`config.mk`:
```
export PLATFORM = sky130hd
export DESIGN_NAME = sr_latch_bank_ctrl
export DESIGN_NICKNAME = d
export VERILOG_FILES = /design/src/rtl/sr_latch_bank_ctrl.sv
export SDC_FILE = /design/constraint.sdc
export NUM_CORES = 1
export LEC_CHECK = 0
export ABC_CLOCK_PERIOD_IN_PS = 2820
export BUFFER_PORTS_ARGS = -buffer_cell sky130_fd_sc_hd__buf_4
export CAP_MARGIN = 20
export CORE_AREA = 2 2 69 58
export DETAILED_ROUTE_END_ITERATION = 8
export DIE_AREA = 0 0 71 60
export PLACE_DENSITY_LB_ADDON = 0.2
export SLEW_MARGIN = 20
export SYNTH_ARGS = -nofsm -noshare
export SYNTH_HDL_FRONTEND = slang
export SYNTH_SLANG_ARGS = --single-unit
```
`constraint.sdc`:
```
create_clock -name clk -period 2.82 [get_ports clk]
set_input_delay 0.141 -clock clk [delete_from_list [all_inputs] [get_ports clk]]
set_output_delay 0.141 -clock clk [all_outputs]
set_load 0.01 [all_outputs]
```
`src/rtl/sr_latch_bank_ctrl.sv`:
```
// sr_latch_bank_ctrl: round-robin set/reset pulse sequencer for a bank of SR latch cells.
// Define SR_BANK_VERIFY_EN to add the Q readback CHECK state and the sticky err flag.
module sr_latch_bank_ctrl #(
    parameter int N       = 8,
    parameter int IDX_W   = 3,
    parameter int PULSE_W = 2,
    parameter int HOLD_W  = 1
) (
    input  logic             clk,
    input  logic             rst,
    input  logic             req_a,
    input  logic             cmd_a,
    input  logic [IDX_W-1:0] idx_a,
    output logic             gnt_a,
    input  logic             req_b,
    input  logic             cmd_b,
    input  logic [IDX_W-1:0] idx_b,
    output logic             gnt_b,
    output logic [N-1:0]     s_out,
    output logic [N-1:0]     r_out,
    input  logic [N-1:0]     q_in,
    output logic             busy,
    output logic             done,
    output logic             err
);
    localparam int CW = (PULSE_W > HOLD_W) ? $clog2(PULSE_W + 1) : $clog2(HOLD_W + 1);
    localparam logic [1:0] S_IDLE  = 2'd0;
    localparam logic [1:0] S_PULSE = 2'd1;
    localparam logic [1:0] S_HOLD  = 2'd2;
`ifdef SR_BANK_VERIFY_EN
    localparam logic [1:0] S_CHECK = 2'd3;
`endif

    logic [1:0]       r_state;
    logic [CW-1:0]    r_cnt;
    logic             r_rr_last;
    logic             r_busy;
    logic             r_done;
    logic [N-1:0]     r_s;
    logic [N-1:0]     r_r;
    logic             w_free;
    logic             w_pick_a;
    logic             w_gnt_a;
    logic             w_gnt_b;
    logic             w_cmd;
    logic             w_valid;
    logic [IDX_W-1:0] w_idx;
    logic [N-1:0]     w_mask;

    // rst gates the grant so a held request is never acknowledged while in reset
    assign w_free   = (r_state == S_IDLE) && !r_busy && !rst;
    assign w_pick_a = req_a && (!req_b || r_rr_last);
    assign w_gnt_a  = w_free && w_pick_a;
    assign w_gnt_b  = w_free && req_b && !w_pick_a;
    assign w_cmd    = w_gnt_a ? cmd_a : cmd_b;
    assign w_idx    = w_gnt_a ? idx_a : idx_b;
    assign w_valid  = {1'b0, w_idx} < (IDX_W + 1)'(N);
    assign w_mask   = w_valid ? (N'(1) << w_idx) : '0;

    assign gnt_a = w_gnt_a;
    assign gnt_b = w_gnt_b;
    assign s_out = r_s;
    assign r_out = r_r;
    assign busy  = r_busy;
    assign done  = r_done;

    always_ff @(posedge clk or posedge rst) begin
        if (rst) begin
            r_state   <= S_IDLE;
            r_cnt     <= '0;
            r_rr_last <= 1'b1;
            r_busy    <= 1'b0;
            r_done    <= 1'b0;
            r_s       <= '0;
            r_r       <= '0;
        end else begin
            r_done <= 1'b0;
            case (r_state)
                S_IDLE: begin
                    r_busy <= w_gnt_a || w_gnt_b;
                    if (w_gnt_a || w_gnt_b) begin
                        r_state   <= S_PULSE;
                        r_cnt     <= CW'(PULSE_W - 1);
                        r_rr_last <= w_gnt_b;
                        r_s       <= w_cmd ? w_mask : '0;
                        r_r       <= w_cmd ? '0 : w_mask;
                    end
                end
                S_PULSE: begin
                    if (r_cnt == '0) begin
                        r_state <= S_HOLD;
                        r_cnt   <= CW'(HOLD_W - 1);
                        r_s     <= '0;
                        r_r     <= '0;
                    end else begin
                        r_cnt <= r_cnt - 1'b1;
                    end
                end
                S_HOLD: begin
                    if (r_cnt == '0) begin
`ifdef SR_BANK_VERIFY_EN
                        r_state <= S_CHECK;
`else
                        r_state <= S_IDLE;
                        r_done  <= 1'b1;
`endif
                    end else begin
                        r_cnt <= r_cnt - 1'b1;
                    end
                end
`ifdef SR_BANK_VERIFY_EN
                S_CHECK: begin
                    r_state <= S_IDLE;
                    r_done  <= 1'b1;
                end
`endif
                default: r_state <= S_IDLE;
            endcase
        end
    end

`ifdef SR_BANK_VERIFY_EN
    logic         r_cmd;
    logic [N-1:0] r_mask;
    logic         r_err;

    // an empty mask means the index was out of range, which always counts as an error
    always_ff @(posedge clk or posedge rst) begin
        if (rst) begin
            r_cmd  <= 1'b0;
            r_mask <= '0;
            r_err  <= 1'b0;
        end else begin
            if (w_gnt_a || w_gnt_b) begin
                r_cmd  <= w_cmd;
                r_mask <= w_mask;
            end
            if (r_state == S_CHECK && (r_mask == '0 || (|(q_in & r_mask)) != r_cmd))
                r_err <= 1'b1;
        end
    end

    assign err = r_err;
`else
    logic w_unused_q;

    assign w_unused_q = ^q_in;
    assign err        = 1'b0;
`endif

endmodule

```
# Yosys cells after proc, flatten, opt, wreduce, memory -nomap -nowiden
# Index checks and enable logic that the tools add are counted.
dict set report totals {
  reg_bits 23
  latch_bits 0
  mem_bits_rw 0
  romBits 0
  inputBits 20
  wordCells 53
  n_memories 0
}
dict set report op_classes {
  add_sub_neg 1
  n_mul 0
  div_mod_pow 0
  order_cmp 0
  eq_ne 6
  shifts 1
  mux 18
  bitwise_logic 0
  reduce_logical 20
}
# operator count
set ops {}
lappend ops {{two-way mux 8 bit} 5}
lappend ops {{one-hot mux 8 bit (2 select lines)} 2}
lappend ops {{one-hot mux 2 bit (3 select lines)} 2}
lappend ops {{two-way mux 2 bit} 5}
lappend ops {{AND reduction 3 bit} 3}
lappend ops {{left shift 1 x 3 -> 8 bit, first input constant} 1}
lappend ops {{logical AND 1 bit} 6}
lappend ops {{inequality test 2 bit, second input constant} 3}
lappend ops {{logical NOT 1 bit} 4}
lappend ops {{logical NOT 2 bit} 2}
lappend ops {{two-way mux 1 bit} 3}
lappend ops {{two-way mux 3 bit} 1}
lappend ops {{nonzero test 3 bit} 1}
lappend ops {{== test 2 x 1 -> 1 bit, second input constant} 1}
lappend ops {{== test 2 bit, second input constant} 1}
lappend ops {{logical OR 1 bit} 2}
lappend ops {{inequality test 2 x 1 -> 1 bit, second input constant} 1}
lappend ops {{AND reduction 2 bit} 1}
lappend ops {{nonzero test 2 bit} 1}
lappend ops {{subtractor 2 x 1 -> 2 bit, second input constant} 1}

# Longest topological paths before layout
dict set report depth {
  ltp_word 9
  depth_mapped 7
  mapped_depth_nobuf 6
}

# Worst setup path after synthesis
# OpenSTA, ideal clock, no wires.
dict set report synth_timing {
  path_type {reg2reg}
  start {register r_state[0]}
  end {register r_r[0], in the netlist r_out[0]}
  setup_time_ps 67
  arrival_ps 1936
  setup_slack_ps 818
  stages_incl_launch_ff 7
  path_buffers 0
  path_cell_list {dfrtp_1 > inv_1 > ha_1 > nor3b_4 > or3b_4 > a311oi_4 > a22o_1}
}
dict set report synth_between {
  elab_chain_len 9
}
# element line
set synth_rtl {}
lappend synth_rtl {{from (decl)} 34} ;# logic [1:0] r_state;
lappend synth_rtl {{from (signal assigned)} 69} ;# r_state <= S_IDLE;
lappend synth_rtl {{from (signal assigned)} 82} ;# r_state <= S_PULSE;
lappend synth_rtl {{from (signal assigned)} 91} ;# r_state <= S_HOLD;
lappend synth_rtl {{logical NOT 2 bit} {51, 78}}
lappend synth_rtl {{logical AND 1 bit (2 in series)} 51} ;# assign w_free = (r_state == S_IDLE) && !r_busy && !rst;
lappend synth_rtl {{logical AND 1 bit} 53} ;# assign w_gnt_a = w_free && w_pick_a;
lappend synth_rtl {{two-way mux 3 bit} 56} ;# assign w_idx = w_gnt_a ? idx_a : idx_b;
lappend synth_rtl {{left shift 1 x 3 -> 8 bit} 58} ;# assign w_mask = w_valid ? (N'(1) << w_idx) : '0;
lappend synth_rtl {{two-way mux 8 bit} 86} ;# r_r <= w_cmd ? '0 : w_mask;
lappend synth_rtl {{two-way mux 8 bit} 81} ;# if (w_gnt_a || w_gnt_b) begin
lappend synth_rtl {{one-hot mux 8 bit (2 select lines)} 78} ;# case (r_state)
lappend synth_rtl {{to (signal assigned)} 86}
lappend synth_rtl {{to (decl)} 40} ;# logic [N-1:0] r_r;
# Several ways; a longest one is shown, not always the timed one. The select of a mux whose other input is x is not followed.
# A chain may end at the register's enable or synchronous reset.

# Worst setup path after layout
dict set report layout_timing {
  start {register r_state[1]}
  end {register r_r[2], in the netlist r_out[2]}
}
# Same word-level chain as after synthesis.

==> results.yml <==
worst_setup_path:
  crit_path_start_kind: "flip-flop"
  cp-end-kind: "flip-flop"
  cp_slowest_cell: "a311oi_4"
  slowest_delay_ns: 0.48
  critPathRequiredTime_ns: 3.03
  crit_arrival_ns: 2.54
  crit_fanout: 8
  path_cells: "inv_1 -> ha_1 -> nor3b_4 -> or3b_4 -> a311oi_4 -> a22o_1"
  critPathKind: "reg2reg"
power_and_ir_drop:
  power.share.clock_pct: 16.8
  leakagePower_nw: 0.873
  seqPwrFrac_pct: 36.6
  power_frac_comb_pct: 46.6
  ir_drop_uv: 335
  power_w: 0.00127
  p_sw_w: 0.000494
  powerDensity_nw_per_um2: 729
  p_sw_share_pct: 39.0
  p_int_w: 0.000772
place:
  gp_congestion: 0.749
  dp_hpwl_um: 2390
  dp_slack_ns: 0.508
  io_buffers: 31
  dpl.cell_count: 210
routing:
  ant_nets: 0
  drc: 0
  via_per_inst: 5.40
  wl_um: 3200
  firstDrtPassIters: 4
  initialDrtViolationCount: 50
  via_count: 1155
  avgRoutedWirePerCell_um: 14.9
  wl_met1_um: 1530
  wl_met3_um: 162
  wl_met2_um: 1490
  dr.max_layer_used: "met4"
status:
  outcome: "finished, final reports clean"
sta:
  hold_viol: 0
  final.min_clock_period_ns: 2.33
  setup_viol: 0
  relSlewSlack_pct: 41.4
  worstMarginPinSlew_ns: 0.878
  fin_setup_tns_ns: 0
  fin_crit_sh_pct: 82.7
  report.final.slew_viol_count: 0
  setup_slack_ns: 0.488
  clock_skew_ns: 0.00260
  rsz0062_at_grt: "false"
  hold_slack_ns: 0.0877
  fmax_mhz: 429
cells_and_area:
  antenna_cells: 0
  syn2layout_area_growth_pct: 19.1
  final_cell_mix: "buf_4, dfrtp_1, a22o_1"
  final_cells: 214
  fill_cells: 334
  layout.cells.most_common: "buf_4"
  drive_above_1_share_pct: 32.9
  final_nets: 199
global_route:
  grt_max_degree: 24
  grt_usage_pct: 16.4
  overflow: 0
  grt_pass1_vias: 1116
  grt_antenna_before_repair: 0
  grt_pass1_wl_um: 5420
synthesis:
  syn-num-nets: 169
  synth.distinct_cells: 34
  synth_area_leaders: "dfrtp_1, mux2_2, a22o_1"
  syn_avg_cell_area_um2: 10.3
  syn-cell-area_um2: 1460
  netlist_instances: 141
  synth-seq-area-share_pct: 39.6
  synthDominantCellAreaShare_pct: 37.8
  ys_seq_elements: 23
  yosysWarnings: 0
  synth_top_area_cell: "dfrtp_1"
die:
  rows: 20
  die_y_um: 60
  die_w_um: 71
  core_area_um2: 3630
  ioPinCount: 41
  dieArea_um2: 4260
  initial_core_util_pct: 40.2
clock_tree:
  htreeDepth: 1
  cts.reportedPaths.clkPinSlew_ns: 0.09
  cts_sinks: 23
  post_cts_buffers: 0
  insertion_delay_ns: 0.27
  root_buffer: "clkbuf_8"
  clk_path_buf_depth: 2
  cts_resized: 0
  tritoncts: "built"
  ctsHoldBuffers: 0
  cts_inserted_buffers: 3
job:
  max-cap-violations: 0
min_path:
  hold_path.class: "in2async"
==> synthesized netlist by cell type <==
library cell   n
dfrtp_1       22
a22o_1        14
nor2_1        13
mux2_2        12
inv_1         11
a21oi_1        9
ha_1           8
nand2_1        8
nand2b_1       5
mux2i_1        4
nand3_1        3
nor3_1         3
a211o_1        2
a21o_2         2
buf_6          2
clkbuf_1       2
clkbuf_8       2
nand4_1        2
o2bb2ai_1      2
a221o_1        1
a311oi_1       1
a311oi_4       1
a31oi_1        1
and2_1         1
buf_4          1
conb_1         1
dfstp_2        1
nor3b_4        1
o21ai_0        1
o21bai_1       1
o31ai_1        1
or2_2          1
or2b_2         1
or3b_4         1
==> kinds of logic after synthesis <==
group | Yosys count | synth area share [%]
simple gates | 39 | 14.0
compound gates | 36 | 20.0
flops | 23 | 39.6
buf+inv | 18 | 7.30
mux | 16 | 12.0
fa+ha+maj | 8 | 6.87
other cells | 1 | 0.257
==> metal layers <==
metal  vias up  track usage, %
li1        559               -
met1       566            21.8
met2        28            27.0
met3         2            4.38
met4         0            3.77
met5         -               0
==> final timing paths <==
kind | startpoint | to | cells after the start | slack [ns]
worst max-delay path | r_state[1]$_DFFE_PP0P_ | r_out[2]$_DFFE_PP0P_ | 6 | 0.49
worst min-delay path | rst | busy$_DFFE_PP0N_ | 2 | 0.09
worst max register to register | r_state[1]$_DFFE_PP0P_ | r_out[2]$_DFFE_PP0P_ | 6 | 0.49
worst min register to register | r_out[1]$_DFFE_PP0P_ | r_out[1]$_DFFE_PP0P_ | 1 | 0.52
max in group asynchronous | rst | s_out[3]$_DFFE_PP0P_ | 2 | 2.19
min in group clk | req_a | r_rr_last$_DFFE_PP1P_ | 2 | 0.13
==> worst max-delay path, delay by kind of cell (launching register included) <==
| kind | cells | cell delay (ns) |
|---|---|---|
| and+or+nand+nor | 2 | 0.80 |
| buffers and inverters | 1 | 0.11 |
| AOI/OAI and AO/OA | 2 | 0.69 |
| DFF | 1 | 0.42 |
| adders and majority gates | 1 | 0.24 |
==> power groups by stage <==
stage / Clock (W) / Sequential (W) / Combinational (W)
floorplan: 0 / 0.000475 / 0.000443
global placement: 0 / 0.000463 / 0.000568
detailed placement: 0 / 0.000469 / 0.000594
CTS: 0.000224 / 0.000463 / 0.000597
global route: 0.000235 / 0.000474 / 0.000663
finish: 0.000212 / 0.000463 / 0.000590
==> stage by stage <==
stage / util [%] / instance area, um2
5_1_grt: 47.9 / 1740
2_1_floorplan: - / 1460
6_report: 47.9 / 1740
3_3_place_gp: 46.5 / 1690
3_5_place_dp: 46.5 / 1690
4_1_cts: 47.9 / 1740
==> layout make-up <==
type                    instances  area (um2)  area share (%)
clock buffers                   3        41.3            2.38
multi-input cells             100         774            44.6
well taps                      44        55.1            3.17
inverters                      11        41.3            2.38
flip-flops and latches         23         577            33.2
repair buffers                 32         240            13.8
clock inverters                 1        7.51           0.432
==> registers in the layout (all words and copies together), names as in the netlist <==
signal / cells
r_rr_last: 1
done: 1
busy: 1
s_out: 8
r_state: 2
r_cnt: 2
r_out: 8
Power figures use the tool's default switching activity.
